## src/rtl/wb_arb_pkg.sv

```systemverilog
// ----------------------------------------------------------------------------
// wb_arb_pkg
// Shared definitions for the two-master Wishbone SRAM arbiter:
//   - arbiter FSM state encodings (ST_IDLE / ST_OWN / ST_ABORT) and the enum
//     built on them
//   - Wishbone B3 cycle-type (CTI) constants
// ----------------------------------------------------------------------------
package wb_arb_pkg;

  localparam logic [1:0] ST_IDLE  = 2'd0;
  localparam logic [1:0] ST_OWN   = 2'd1;
  localparam logic [1:0] ST_ABORT = 2'd2;

  localparam logic [2:0] CTI_CLASSIC = 3'b000;
  localparam logic [2:0] CTI_CONST   = 3'b001;
  localparam logic [2:0] CTI_INCR    = 3'b010;
  localparam logic [2:0] CTI_END     = 3'b111;

  typedef enum logic [1:0] {
    S_IDLE  = ST_IDLE,
    S_OWN   = ST_OWN,
    S_ABORT = ST_ABORT
  } arb_state_t;

endpackage

```

## src/rtl/wb_arb_watchdog.sv

```systemverilog
// ----------------------------------------------------------------------------
// wb_arb_watchdog
// Counts consecutive stalled strobe cycles of the current bus owner and flags
// expiry on the TIMEOUT-th stalled cycle.
// Ports:
//   clk, rst_n : clock, asynchronous active-low reset
//   run        : owner is strobing the slave (arbiter in OWN, s_stb_o high)
//   resp       : slave answered this cycle (ack | err | rty)
//   expired    : combinational, high during the TIMEOUT-th stalled cycle
// ----------------------------------------------------------------------------
module wb_arb_watchdog #(
  parameter int TIMEOUT = 255
) (
  input  logic clk,
  input  logic rst_n,
  input  logic run,
  input  logic resp,
  output logic expired
);

  localparam int CW = $clog2(TIMEOUT + 1);

  logic [CW-1:0] cnt;
  logic          stall;

  assign stall = run & ~resp;

  // cnt holds the number of stalled cycles already completed, so the current
  // stalled cycle is number cnt+1; it reaches TIMEOUT when cnt == TIMEOUT-1.
  assign expired = stall && (cnt == CW'(TIMEOUT - 1));

  always_ff @(posedge clk or negedge rst_n) begin
    if (!rst_n) begin
      cnt <= '0;
    end else if (!stall || expired) begin
      cnt <= '0;
    end else begin
      cnt <= cnt + CW'(1);
    end
  end

endmodule

```

## src/rtl/wb_ram_arbiter.sv

```systemverilog
// ----------------------------------------------------------------------------
// wb_ram_arbiter
// Two-master Wishbone B3 arbiter in front of the single-port on-chip SRAM.
// Master 0 is the CPU instruction bus, master 1 the data/debug bus. Ownership
// is granted per bus cycle (round-robin on ties) and held until the owner
// drops cyc, so bursts and read-modify-write sequences are atomic.
//
// Optional feature macro: ARB_TIMEOUT_EN -- enables a watchdog that signals
// err to the owner after TIMEOUT stalled strobe cycles and aborts the cycle.
//
// Ports:
//   wb_clk_i, wb_rst_n_i     : clock, asynchronous active-low reset
//   m0_*/m1_* inputs         : master request (adr, dat, sel, we, cyc, stb,
//                              cti, bte)
//   m0_*/m1_* dat_o          : slave read data broadcast to both masters
//   m0_*/m1_* ack/err/rty_o  : slave responses, routed to the owner only
//   s_* outputs              : slave request, muxed from the owner
//   s_dat_i/ack/err/rty_i    : slave responses
//   dbg_state                : current arbiter FSM state (ST_* encoding)
//
// Handshake: a transfer completes in any cycle where the owner's cyc and stb
// are high together with one of the slave's ack/err/rty; the arbiter adds no
// registers on this path, so the slave sets the pace in both directions.
// ----------------------------------------------------------------------------
module wb_ram_arbiter
  import wb_arb_pkg::*;
#(
  parameter int dw      = 32,
  parameter int aw      = 32,
  parameter int TIMEOUT = 255
) (
  input  logic          wb_clk_i,
  input  logic          wb_rst_n_i,
  // master 0
  input  logic [aw-1:0] m0_adr_i,
  input  logic [dw-1:0] m0_dat_i,
  input  logic [3:0]    m0_sel_i,
  input  logic          m0_we_i,
  input  logic          m0_cyc_i,
  input  logic          m0_stb_i,
  input  logic [2:0]    m0_cti_i,
  input  logic [1:0]    m0_bte_i,
  output logic [dw-1:0] m0_dat_o,
  output logic          m0_ack_o,
  output logic          m0_err_o,
  output logic          m0_rty_o,
  // master 1
  input  logic [aw-1:0] m1_adr_i,
  input  logic [dw-1:0] m1_dat_i,
  input  logic [3:0]    m1_sel_i,
  input  logic          m1_we_i,
  input  logic          m1_cyc_i,
  input  logic          m1_stb_i,
  input  logic [2:0]    m1_cti_i,
  input  logic [1:0]    m1_bte_i,
  output logic [dw-1:0] m1_dat_o,
  output logic          m1_ack_o,
  output logic          m1_err_o,
  output logic          m1_rty_o,
  // slave
  output logic [aw-1:0] s_adr_o,
  output logic [dw-1:0] s_dat_o,
  output logic [3:0]    s_sel_o,
  output logic          s_we_o,
  output logic          s_cyc_o,
  output logic          s_stb_o,
  output logic [2:0]    s_cti_o,
  output logic [1:0]    s_bte_o,
  input  logic [dw-1:0] s_dat_i,
  input  logic          s_ack_i,
  input  logic          s_err_i,
  input  logic          s_rty_i,
  // debug
  output logic [1:0]    dbg_state
);

  arb_state_t state_q, state_d;
  logic       own_q, own_d;    // current owner (0 = master 0, 1 = master 1)
  logic       last_q, last_d;  // previous owner, loses the next tie
  logic       winner;
  logic       o_cyc, o_stb;
  logic       wd_expired;

  assign o_cyc = own_q ? m1_cyc_i : m0_cyc_i;
  assign o_stb = own_q ? m1_stb_i : m0_stb_i;

  // On a tie the master that did not own the bus last wins; otherwise the
  // single requester wins (m1_cyc_i alone selects master 1).
  assign winner = (m0_cyc_i && m1_cyc_i) ? ~last_q : m1_cyc_i;

`ifdef ARB_TIMEOUT_EN
  logic wd_run, wd_resp;

  assign wd_run  = (state_q == S_OWN) && s_stb_o;
  assign wd_resp = s_ack_i | s_err_i | s_rty_i;

  wb_arb_watchdog #(
    .TIMEOUT (TIMEOUT)
  ) u_watchdog (
    .clk     (wb_clk_i),
    .rst_n   (wb_rst_n_i),
    .run     (wd_run),
    .resp    (wd_resp),
    .expired (wd_expired)
  );
`else
  localparam int unused_timeout = TIMEOUT;
  assign wd_expired = 1'b0;
`endif

  always_ff @(posedge wb_clk_i or negedge wb_rst_n_i) begin
    if (!wb_rst_n_i) begin
      state_q <= S_IDLE;
      own_q   <= 1'b0;
      last_q  <= 1'b1;
    end else begin
      state_q <= state_d;
      own_q   <= own_d;
      last_q  <= last_d;
    end
  end

  always_comb begin
    state_d = state_q;
    own_d   = own_q;
    last_d  = last_q;
    case (state_q)
      S_IDLE: begin
        if (m0_cyc_i || m1_cyc_i) begin
          state_d = S_OWN;
          own_d   = winner;
          last_d  = winner;
        end
      end
      S_OWN: begin
        // Release on owner cyc low takes priority; responses never release.
        if (!o_cyc) begin
          state_d = S_IDLE;
        end else if (wd_expired) begin
          state_d = S_ABORT;
        end
      end
      S_ABORT: state_d = S_IDLE;
      default: state_d = S_IDLE;
    endcase
  end

  always_comb begin
    s_adr_o  = '0;
    s_dat_o  = '0;
    s_sel_o  = '0;
    s_we_o   = 1'b0;
    s_cyc_o  = 1'b0;
    s_stb_o  = 1'b0;
    s_cti_o  = 3'b000;
    s_bte_o  = 2'b00;
    m0_ack_o = 1'b0;
    m0_err_o = 1'b0;
    m0_rty_o = 1'b0;
    m1_ack_o = 1'b0;
    m1_err_o = 1'b0;
    m1_rty_o = 1'b0;
    if (state_q == S_OWN) begin
      s_adr_o  = own_q ? m1_adr_i : m0_adr_i;
      s_dat_o  = own_q ? m1_dat_i : m0_dat_i;
      s_sel_o  = own_q ? m1_sel_i : m0_sel_i;
      s_we_o   = own_q ? m1_we_i  : m0_we_i;
      s_cti_o  = own_q ? m1_cti_i : m0_cti_i;
      s_bte_o  = own_q ? m1_bte_i : m0_bte_i;
      s_cyc_o  = o_cyc;
      s_stb_o  = o_stb & o_cyc;
      m0_ack_o = ~own_q & s_ack_i;
      m0_err_o = ~own_q & (s_err_i | wd_expired);
      m0_rty_o = ~own_q & s_rty_i;
      m1_ack_o = own_q & s_ack_i;
      m1_err_o = own_q & (s_err_i | wd_expired);
      m1_rty_o = own_q & s_rty_i;
    end
  end

  assign m0_dat_o  = s_dat_i;
  assign m1_dat_o  = s_dat_i;
  assign dbg_state = state_q;

endmodule

```

## config.mk

```make
export PLATFORM = sky130hd
export DESIGN_NAME = wb_ram_arbiter
export DESIGN_NICKNAME = d
export VERILOG_FILES = /design/src/rtl/wb_arb_pkg.sv /design/src/rtl/wb_arb_watchdog.sv /design/src/rtl/wb_ram_arbiter.sv
export SDC_FILE = /design/constraint.sdc
export NUM_CORES = 1
export LEC_CHECK = 0
export BUFFER_PORTS_ARGS = -buffer_cell sky130_fd_sc_hd__clkbuf_2
export CORE_AREA = 2 2 129 131
export DETAILED_ROUTE_END_ITERATION = 16
export DIE_AREA = 0 0 131 133
export GPL_TIMING_DRIVEN = 0
export REMOVE_ABC_BUFFERS = 1
export SYNTH_ARGS = -nofsm -noshare
export SYNTH_HDL_FRONTEND = slang
export SYNTH_SLANG_ARGS = --single-unit
```

## constraint.sdc

```tcl
create_clock -name wb_clk_i -period 1.36 [get_ports wb_clk_i]
set_clock_uncertainty 0.05 [all_clocks]
set_input_delay 0.272 -clock wb_clk_i [delete_from_list [all_inputs] [get_ports wb_clk_i]]
set_output_delay 0.272 -clock wb_clk_i [all_outputs]
set_load 0.005 [all_outputs]
```

# Word level (Yosys, flattened, before mapping)
# Index checks and enable logic that the tools add are counted.
# op_classes
eq_ne,3
mux,26
n_bitwise,9
n_reduce_logical,5
# op_table
cell,n
two-way mux 32 bit,4
two-way mux 1 bit,13
two-way mux 2 bit,4
two-way mux 4 bit,2
AND 1 bit,7
two-way mux 3 bit,2
"!= test 2 bit, second input constant",2
one-hot mux 2 bit (2 select lines),1
AND reduction 2 bit,2
"equality test 2 x 1 -> 1 bit, second input constant",1
zero test 2 bit,1
NOT 1 bit,2
logical AND 1 bit,1
logical OR 1 bit,1
# word_totals
regBits,4
elab_cells,46

# Logic depth before layout (Yosys ltp)
# Gate-level depths: netlist of run 1.
# depth
word_depth,3
ltp_mapped,4
ltp_nobuf,2

# Worst setup path before layout of run 1
# Ideal clock, no wire load.
# synth_path
path_type,register -> output
startpoint,reg own_q
endpoint,out s_stb_o
stages_incl_launch_ff,5
setup_slack_ns,0.090
required_ns,1.038
n_path_buf,2
t_arrival_ns,0.948
path_cell_list,dfrtp_1 -> buf_6 -> buf_6 -> nand3b_1 -> a21oi_1
# synth_via
elab_chain_len,3
word_cells_on_any_way,4
# synth_rtl
element,line,source
from (decl),wb_ram_arbiter.sv:78,"logic own_q, own_d;"
from (signal assigned),wb_ram_arbiter.sv:118,own_q <= own_d;
"two-way mux 1 bit, on equally long branches","wb_ram_arbiter.sv:85, wb_ram_arbiter.sv:84",
AND 1 bit *,wb_ram_arbiter.sv:171,s_stb_o = o_stb & o_cyc;
two-way mux 1 bit *,wb_ram_arbiter.sv:163,if (state_q == S_OWN) begin
to (decl),wb_ram_arbiter.sv:66,"output logic s_stb_o,"
# Mark *: on every way between the ends. The rest lies on a longest branch, timed or not.

# Worst setup path in the final report of run 1
# layout_path
startpoint,reg own_q
endpoint,out s_bte_o[1]
# layout_via
elab_chain_len,2
# layout_rtl
element,line,source
two-way mux 2 bit,wb_ram_arbiter.sv:169,s_bte_o = own_q ? m1_bte_i : m0_bte_i;
two-way mux 2 bit,wb_ram_arbiter.sv:163,
to (decl),wb_ram_arbiter.sv:68,"output logic [1:0] s_bte_o,"
# Every way passes these cells.

==> qor.yml, run 1 <==
yosys.area_share.simple_pct: 19.2
max_stage_delay_ns: 0.52
synthTopCellsByArea: "mux2i_1 (40%), buf_4 (27%), nor2_1 (15%)"
hold_path_end: "dbg_state[0]"
wl_per_cell_um: 16.5
final_cell_mix: "clkbuf_2 (225), nor2_1 (76), mux2i_1 (73), buf_2 (14), clkbuf_16 (6)"
dieArea_sq_um: 17400
overflow: 0
fin_setup_tns_ns: -25.39
fmax_mhz: 576
die_x_um: 131
ioPinCount: 337
synth_edf_count: 0
grt_pass1_wl_mm: 12.6
htree_levels: 1
worst_r2r_endpoint: "own_q"
gp_congestion: 0.739
cts_root_buf: "clkbuf_16"
reg2reg_depth: 3
clock_sinks: 3
synth_xor_area_share_pct: 0
initial_core_util_pct: 11.6
worst_slack_ns: -0.377
grt_pass1_vias: 2013
cts.path.max_buffers: 2
drive_gt1_share_pct: 61.1
start_kind: "register"
violations: "setup timing"
drv_slew: 0
netlist.top_cell.by_area: "mux2i_1"
synth-compound-area-share_pct: 1.47
ys_ff_latch: 3
worstPathMaxFanout: 9
first_pass_iters: 4
ir_worst_vdd_v: 0.000571
ys.flop_type: "dfrtp_1"
crit_arrival_ns: 1.41
hold_path_depth: 3
cp_top_family: "flip-flops"
nets: 617
clk_pin_slew_ns: 0.03
core_area_sq_um: 16200
synthMuxAreaShare_pct: 40.2
fillers: 1808
crit_chain: "buf_6 -> clkbuf_16 -> mux2i_1 -> nor2_1 -> clkbuf_2"
setup_viol: 82
insertion_delay_ns: 0.23
multi_input_area_sq_um: 1150
numPortBuffers: 239
path_buf_inv: 3
fp.dieH_um: 133
power_leakage_nw: 1.85
maxCapViolations: 0
hp-start: "m1_cyc_i"
yosysTopAreaCellShare_pct: 40.2
yosysWarnings: 0
cp-end-kind: "output pin"
rsz0062_at_grt: "true"
power.density_nw_per_um2: 1350
grtUsageTotal_pct: 10.1
ff_latch_area_sq_um: 81.3
drc: 0
critical_path_class: "register to output pin"
hp-class: "primary input to register"
hpwlAfterDp_mm: 7.89
final_common_cell: "clkbuf_2"
timing_hold_violations_final: 0
fin_crit_ns: 1.74
rows: 47
regToRegSetupSlack_ns: 0.12
vias: 2401
synth.avg_cell_area_sq_um: 7.35
antenna_found_initial: 0
ant_nets: 0
viasPerCell: 3.71
syn_to_final_growth_pct: 62.8
fin_crit_sh_pct: 128
numCtsBuffers: 3
status: "finished with violations"
synth_cells: 254
grt_max_degree: 78
yosysUniqueCellTypes: 21
critPathSlowestCell: "dfrtp_4"
cts_tree: "yes"
diodes: 0
seq_area_frac_synth_pct: 4.09
async_reset_ff_share_pct: 100
critPathRequiredTime_ns: 1.04
drtIter0Drc: 85
synthAdderAreaFrac_pct: 0
r2r-start: "own_q"
synth_top_family_by_area: "multiplexers"
syn-cell-area_sq_um: 1870
final_util_pct: 18.8
routed_wl_mm: 10.7
-- cell usage after synthesis, types with 2 or more instances --
master,n
dfrtp_1,2
buf_4,66
clkbuf_1,3
buf_6,12
and2_1,3
a21oi_1,2
nor2_1,76
and3_1,3
mux2i_1,75
-- sequential cells by signal, summed over array words and instances (netlist names) --
name	cells
own_q	1
dbg_state	1
last_q	1
-- stage by stage --
stage	area [sq um]	instances	setup slack [ns]	hold WS [ns]	power, mW
floorplan	1220	172	-2.01	-0.0736	1.46
global placement	2690	631	-3.04	0.0189	1.98
detailed placement	2720	632	-0.768	0.0219	2.90
CTS	2920	642	-0.383	0.292	3.76
global route	3040	647	-0.448	0.320	4.44
finish	3040	647	-0.377	0.306	4.09
-- worst reg2reg max path: stages, from the launching register on --
cell,delay [ns]
dfrtp_4,0.52
buf_6,0.16
clkbuf_16,0.18
a32o_1,0.21
-- final cells by class --
class	count	area share, %
flip-flops and latches	3	2.67
repair buffers	251	47.2
well taps	220	9.05
multi-input cells	168	38.0
inverters	1	0.535
clock buffers	4	2.59
-- layer usage --
metal,vias up,global-route usage (%),part of all wire [%]
met5,-,8.82,1.7
met4,4,1.00,0.59
met3,10,10.8,21
met2,238,13.7,40
met1,1031,10.5,37
li1,1118,-,-
-- what timing repair did --
| action | 4_1_cts | 5_1_grt |
|---|---|---|
| cloned | 1 | 4 |
| pin swaps | 0 | 6 |
| hold buffers | 1 | 0 |
| setup endpoints to repair | 84 | 82 |
| hold endpoints to repair | 3 | 0 |
| resized for setup | 9 | 20 |
| setup buffers | 4 | 1 |
-- where the power goes --
part	switching, mW	total, mW	internal (mW)
clock network	0.0857	0.473	0.387
registers	0.0761	0.222	0.146
logic	1.57	3.40	1.83
-- worst max-delay path by stage --
stage	startpoint	to	slack [ns]	cells after the start
after floorplan	own_q	s_cyc_o	-2.01	2
after global placement	own_q	s_adr_o[15]	-3.04	3
after detailed placement	dbg_state[0]	s_sel_o[2]	-0.77	3
after CTS	own_q	s_adr_o[15]	-0.38	4
after global routing	own_q	s_adr_o[6]	-0.45	5
final	own_q	s_bte_o[1]	-0.38	5
-- cells by family (layout without fill, tap and decap cells) --
family | Yosys count | count (layout)
AND/OR/NAND/NOR | 88 | 88
buffers and inverters | 83 | 256
multiplexers | 75 | 75
AO/OA/AOI/OAI | 4 | 4
flip-flops | 3 | 3
other | 1 | 1
(Power assumes the default switching activity.)
==> run 2: changes to the inputs <==
--- a/config.mk
+++ b/config.mk
@@ -6,11 +6,12 @@
 export NUM_CORES = 1
 export LEC_CHECK = 0
 export BUFFER_PORTS_ARGS = -buffer_cell sky130_fd_sc_hd__clkbuf_2
-export CORE_AREA = 2 2 129 131
+export CORE_AREA = 2 2 132 134
 export DETAILED_ROUTE_END_ITERATION = 16
-export DIE_AREA = 0 0 131 133
+export DIE_AREA = 0 0 134 136
 export GPL_TIMING_DRIVEN = 0
 export REMOVE_ABC_BUFFERS = 1
 export SYNTH_ARGS = -nofsm -noshare
 export SYNTH_HDL_FRONTEND = slang
+export SYNTH_HIERARCHICAL = 1
 export SYNTH_SLANG_ARGS = --single-unit
==> constraint.sdc (replaced) <==
create_clock -name wb_clk_i -period 2.2 [get_ports wb_clk_i]
set_clock_uncertainty 0.05 [all_clocks]
set_input_delay 0.44 -clock wb_clk_i [delete_from_list [all_inputs] [get_ports wb_clk_i]]
set_output_delay 0.44 -clock wb_clk_i [all_outputs]
set_load 0.005 [all_outputs]
==> run 2 against run 1 <==
Combinational power decreased by 47%. Hold slack improved by 0.17 ns. Critical path type unchanged. Die area increased by 4.6%. Sequential power decreased by 45%. Sequential cell count unchanged. Largest power group unchanged. Synthesized cell count unchanged. Global-route usage decreased by 1.2 points. The run now ends clean. Register-to-register slack improved by 0.76 ns. Non-clock buffer count decreased by 6. Clock power decreased by 38%.
==> qor.yml, run 2 <==
status: "completed"
diodes: 0  # unchanged
grt_max_degree: 78  # unchanged
htree_levels: 1  # unchanged
rsz0062_at_grt: "false"
fin_setup_tns_ns: 0  # +25.39 ns
cts_root_buf: "clkbuf_16"
final_cell_mix: "clkbuf_2 (239), nor2_1 (76), mux2i_1 (75)"
cp-end-kind: "output pin"
critical_path_class: "register to output pin"
initial_core_util_pct: 11.1  # -0.48 points
fin_crit_sh_pct: 92.2
grtUsageTotal_pct: 8.89  # -1.2 points
worst_r2r_endpoint: "own_q"
seq_area_frac_synth_pct: 4.09  # unchanged
worstPathMaxFanout: 21  # +12
synthTopCellsByArea: "mux2i_1 (40%), buf_4 (27%), nor2_1 (15%)"
reg2reg_depth: 2  # -1
critPathRequiredTime_ns: 1.71  # +0.67 ns
tightest_slew_ns: 0.546
yosysMostFrequentCell: "nor2_1"
viasPerCell: 3.66  # -1.3%
yosysWarnings: 6  # +6
nets: 611  # -0.97%
crit_chain: "buf_4 -> buf_16 -> nor2b_1 -> and2_1 -> clkbuf_2"
crit_arrival_ns: 1.54  # +0.13 ns
drc: 0  # unchanged
slew_headroom_pct: 63.6
endpoint: "m0_ack_o"
drv_slew: 0  # unchanged
top_usage_layer: "met2"
regToRegSetupSlack_ns: 0.88  # +0.76 ns
ioPinCount: 337  # unchanged
syn_to_final_growth_pct: 54.3
path_depth: 5  # unchanged
fp.dieH_um: 136  # +2.3%
drtIter0Drc: 78  # -8.2%
core_area_sq_um: 16900  # +4.4%
maxCapViolations: 0  # unchanged
setup_viol: 0  # -100%
fin_crit_ns: 2.03
numPortBuffers: 239  # unchanged
drive_gt1_share_pct: 59.4  # -1.7 points
wl_per_cell_um: 14.4  # -13%
synth_edf_count: 0  # unchanged
critPathSlowestCell: "dfrtp_4"
yosysUniqueCellTypes: 21  # unchanged
power.density_nw_per_um2: 771  # -43%
start_kind: "register"
cts.path.max_buffers: 2  # unchanged
grt_util_met2_pct: 12.4  # -1.3 points
power_leakage_nw: 1.78  # -3.9%
yosysTopAreaCellShare_pct: 40.2  # unchanged
crit_start: "own_q"
synth_cells: 254  # unchanged
final_util_pct: 17.1  # -1.7 points
rows: 48  # +2.1%
gp_congestion: 0.765  # +3.5%
die_x_um: 134  # +2.3%
fmax_mhz: 493
grt_pass1_wl_mm: 12.1  # -4.4%
cts_tree: "yes"
ys_ff_latch: 3  # unchanged
overflow: 0  # unchanged
fillers: 1924  # +6.4%
timing_hold_violations_final: 0  # unchanged
cp_top_family: "flip-flops"
syn-cell-area_sq_um: 1870  # unchanged
netlist.top_cell.by_area: "mux2i_1"
routed_wl_mm: 9.30  # -13%
hp-class: "primary input to register"
use_met1_pct: 10.6  # +0.10 points
r2r-start: "dbg_state[0]"
ys.flop_type: "dfrtp_1"
dieArea_sq_um: 18200  # +4.6%
async_reset_ff_share_pct: 100  # unchanged
antenna_found_initial: 0  # unchanged
clock_sinks: 3  # unchanged
numCtsBuffers: 3  # unchanged
synth_top_cells_by_count: "nor2_1 (76), mux2i_1 (75), buf_4 (66), buf_6 (12)"
hpwlAfterDp_mm: 7.59  # -3.8%
max_stage_delay_ns: 0.49  # -0.03 ns
clk_pin_slew_ns: 0.03  # about the same
insertion_delay_ns: 0.23  # about the same
synth.avg_cell_area_sq_um: 7.35  # unchanged
gr-usage-met3_pct: 7.20  # -3.6 points
ir_worst_vdd_v: 0.000653  # +14%
path_buf_inv: 3  # unchanged
grt_pass1_vias: 1999  # -0.70%
final_common_cell: "clkbuf_2"
vias: 2365  # -1.5%
first_pass_iters: 4  # unchanged
ant_nets: 0  # unchanged
power.total_mw: 2.22  # -46%
[run 2: cells by family after synthesis]
family          Yosys count  share of synthesized area [%]
buf+inv                  83                           34.8
other cells               1                          0.201
compound gates            4                           1.47
mux                      75                           40.2
flops                     3                           4.09
simple gates             88                           19.2
[run 2: what timing repair did]
item / in CTS / in global routing
hold buffers: 1 / 0
gates resized for setup: 2 / 0
endpoints found under the setup margin: 76 / 0
hold endpoints to repair: 2 / 0
setup buffers: 4 / 0
[run 2: metrics by stage]
stage | hold WS [ns] | instances | setup slack (ns) | area (sq um)
floorplan | 0.0944 | 172 | -1.33 | 1220
global route | 0.489 | 646 | 0.0640 | 2880
CTS | 0.477 | 646 | 0.154 | 2880
global placement | 0.186 | 636 | -2.51 | 2700
finish | 0.472 | 646 | 0.171 | 2880
detailed placement | 0.188 | 637 | -0.158 | 2730
[run 2: area by class of cell]
type / count / area [sq um] / area share [%]
Multi-Input combinational cell: 168 / 1140 / 39.6
Tap cell: 225 / 282 / 9.77
Clock buffer: 4 / 78.8 / 2.74
Inverter: 1 / 8.76 / 0.304
Timing Repair Buffer: 245 / 1290 / 44.8
Sequential cell: 3 / 80.1 / 2.78
[run 2: worst min-delay path by stage]
stage                          start      endpoint  slack, ns  cells past startpoint
after floorplan           wb_rst_n_i  dbg_state[0]       0.09                      0
after global routing          last_q        last_q       0.49                      1
after global placement    wb_rst_n_i  dbg_state[0]       0.19                      1
after detailed placement  wb_rst_n_i  dbg_state[0]       0.19                      1
final                       m1_cyc_i  dbg_state[0]       0.47                      3
after CTS                     last_q        last_q       0.48                      1
[run 2: report_power, final]
group / total (mW) / switching, mW / internal (mW)
sequential: 0.121 / 0.0322 / 0.0889
clock: 0.295 / 0.0551 / 0.240
combinational: 1.81 / 0.892 / 0.914
total: 2.22 / 0.980 / 1.24
[run 2: tightest hold or removal path: cells and delay by family]
family	cells	cell delay [ns]
buffers and inverters	1	0.13
AND/OR/NAND/NOR	1	0.09
AO/OA/AOI/OAI	1	0.05
[run 2: per-layer routing]
layer  vias to the layer above  wire (um)
met2                       222       3760
met5                         -         67
met4                         2         34
li1                       1100          -
met1                      1034       3690
met3                         7       1740
==> run 3: changes to the inputs <==
--- a/config.mk
+++ b/config.mk
@@ -9,7 +9,6 @@
 export CORE_AREA = 2 2 132 134
 export DETAILED_ROUTE_END_ITERATION = 16
 export DIE_AREA = 0 0 134 136
-export GPL_TIMING_DRIVEN = 0
 export REMOVE_ABC_BUFFERS = 1
 export SYNTH_ARGS = -nofsm -noshare
 export SYNTH_HDL_FRONTEND = slang
==> constraint.sdc (replaced) <==
create_clock -name wb_clk_i -period 2.34 [get_ports wb_clk_i]
set_clock_uncertainty 0.05 [all_clocks]
set_input_delay 0.468 -clock wb_clk_i [delete_from_list [all_inputs] [get_ports wb_clk_i]]
set_output_delay 0.468 -clock wb_clk_i [all_outputs]
set_load 0.005 [all_outputs]
==> run 3 against run 2 <==
Final cell count down 0.15%. Sequential power up 19%. Wire length down 1.8%. Hold slack better by 0.0015 ns. Via count down 1.6%. Critical endpoint is now s_sel_o[2].
==> qor.yml, run 3 (synthesis gave the netlist of run 2 again) <==
drv_slew: 0  # unchanged
maxCapViolations: 0  # unchanged
place_inst: 640  # +0.47%
ir_worst_vdd_v: 0.000331  # -49%
fmax_mhz: 477
antenna_found_initial: 0  # unchanged
die_x_um: 134  # unchanged
insertion_delay_ns: 0.22  # about the same
cts_root_buf: "clkbuf_16"
ant_nets: 0  # unchanged
final_cell_mix: "clkbuf_2 (239), nor2_1 (76), mux2i_1 (75)"
clock_sinks: 3  # unchanged
start_kind: "register"
htree_levels: 1  # unchanged
status: "completed"
worst_slack_ns: 0.244  # +0.0727 ns
gp_congestion: 0.734  # -4.1%
crit_arrival_ns: 1.58  # +0.04 ns
setup_viol: 0  # unchanged
power.density_nw_per_um2: 696  # -9.7%
rows: 48  # unchanged
numPortBuffers: 239  # unchanged
routed_wl_mm: 9.13  # -1.8%
place_ws_ns: 0.471  # +0.629 ns
syn_to_final_growth_pct: 52.4
core_area_sq_um: 16900  # unchanged
crit_chain: "buf_12 -> mux2i_1 -> nor2_1 -> clkbuf_2"
power_leakage_nw: 1.76  # -0.79%
critPathRequiredTime_ns: 1.82  # +0.11 ns
rsz0062_at_grt: "false"
drtIter0Drc: 111  # +42%
drive_gt1_share_pct: 59.3  # -0.097 points
holdWs_ns: 0.473  # +0.00153 ns
timing_hold_violations_final: 0  # unchanged
cts.path.max_buffers: 2  # unchanged
first_pass_iters: 4  # unchanged
max_stage_delay_ns: 0.55  # +0.06 ns
cts_tree: "yes"
overflow: 0  # unchanged
worstPathMaxFanout: 36  # +71%
postCtsSetupBuffers: 0  # -4
ioPinCount: 337  # unchanged
viasPerCell: 3.61  # -1.5%
grt_pass1_vias: 2077  # +3.9%
fin_crit_sh_pct: 89.6
vias: 2326  # -1.6%
critPathSlowestCell: "dfrtp_4"
grt_max_degree: 42  # -46%
nets: 610  # -0.16%
diodes: 0  # unchanged
clk_pin_slew_ns: 0.03  # about the same
cp-end-kind: "output pin"
final_common_cell: "clkbuf_2"
grtUsageTotal_pct: 8.80  # -0.094 points
hp-class: "register to register"
final_cells: 645  # -0.15%
initial_core_util_pct: 11.1  # unchanged
wl_per_cell_um: 14.2  # -1.7%
fin_setup_tns_ns: 0  # unchanged
dieArea_sq_um: 18200  # unchanged
drc: 0  # unchanged
numCtsBuffers: 3  # unchanged
fin_crit_ns: 2.10
power.total_mw: 1.98  # -11%
fp.dieH_um: 136  # unchanged
hpwlAfterDp_mm: 7.99  # +5.2%
grt_pass1_wl_mm: 12.2  # +0.97%
critical_path_class: "register to output pin"
[run 3: changes by cell type in the layout (fill, tap and decap cells not counted), sizes merged]
| cell | before | now |
|---|---|---|
| buf | 5 | 4 |
[run 3: worst max-delay path: cells and delay by family, from the launching register on]
| family | cells | cell delay [ns] |
|---|---|---|
| DFF | 1 | 0.55 |
| and+or+nand+nor | 1 | 0.07 |
| buffers and inverters | 2 | 0.39 |
| muxes | 1 | 0.30 |
[run 3: path summary, 6_finish.rpt]
| check | depth (start not counted) | to | from | slack [ns] |
|---|---|---|---|---|
| worst min-delay path | 1 | last_q | last_q | 0.47 |
| worst min register to register | 1 | last_q | last_q | 0.47 |
| max in group asynchronous | 2 | last_q | wb_rst_n_i | 1.49 |
| worst max-delay path | 4 | s_sel_o[2] | own_q | 0.24 |
| worst max register to register | 3 | own_q | dbg_state[0] | 1.12 |
| min in group asynchronous | 2 | dbg_state[0] | wb_rst_n_i | 0.55 |
[run 3: layout make-up]
| class | count | area (sq um) |
|---|---|---|
| clock buffer | 4 | 78.8 |
| fill | 1925 | 14000 |
| inverter | 1 | 3.75 |
| multi-input combinational | 168 | 1140 |
| sequential | 3 | 80.1 |
| tap | 225 | 282 |
| timing repair buffer | 244 | 1260 |
[run 3: power breakdown]
part / switching, mW / leakage (nW) / internal [mW]
logic: 0.760 / 1.69 / 0.808
registers: 0.0607 / 0.0327 / 0.0838
clock network: 0.0453 / 0.0382 / 0.225
[run 3: layer usage]
layer  routed length [um]  GRT usage (%)
met1                 3620           10.2
met5                   67           4.44
met2                 3710           12.4
met3                 1730           7.83
met4                    0          0.177
[run 3: what timing repair did]
| item | 4_1_cts | 5_1_grt |
|---|---|---|
| gates resized for setup | 0 | 0 |
| hold buffers | 1 | 0 |
| hold endpoints to repair | 2 | 0 |
[run 3: per-stage QoR]
stage | utilization [%] | area [sq um]
after floorplan | - | 1220
after global placement | 16.3 | 2760
after detailed placement | 16.3 | 2760
after CTS | 16.9 | 2850
after global routing | 16.9 | 2850
final | 16.9 | 2850
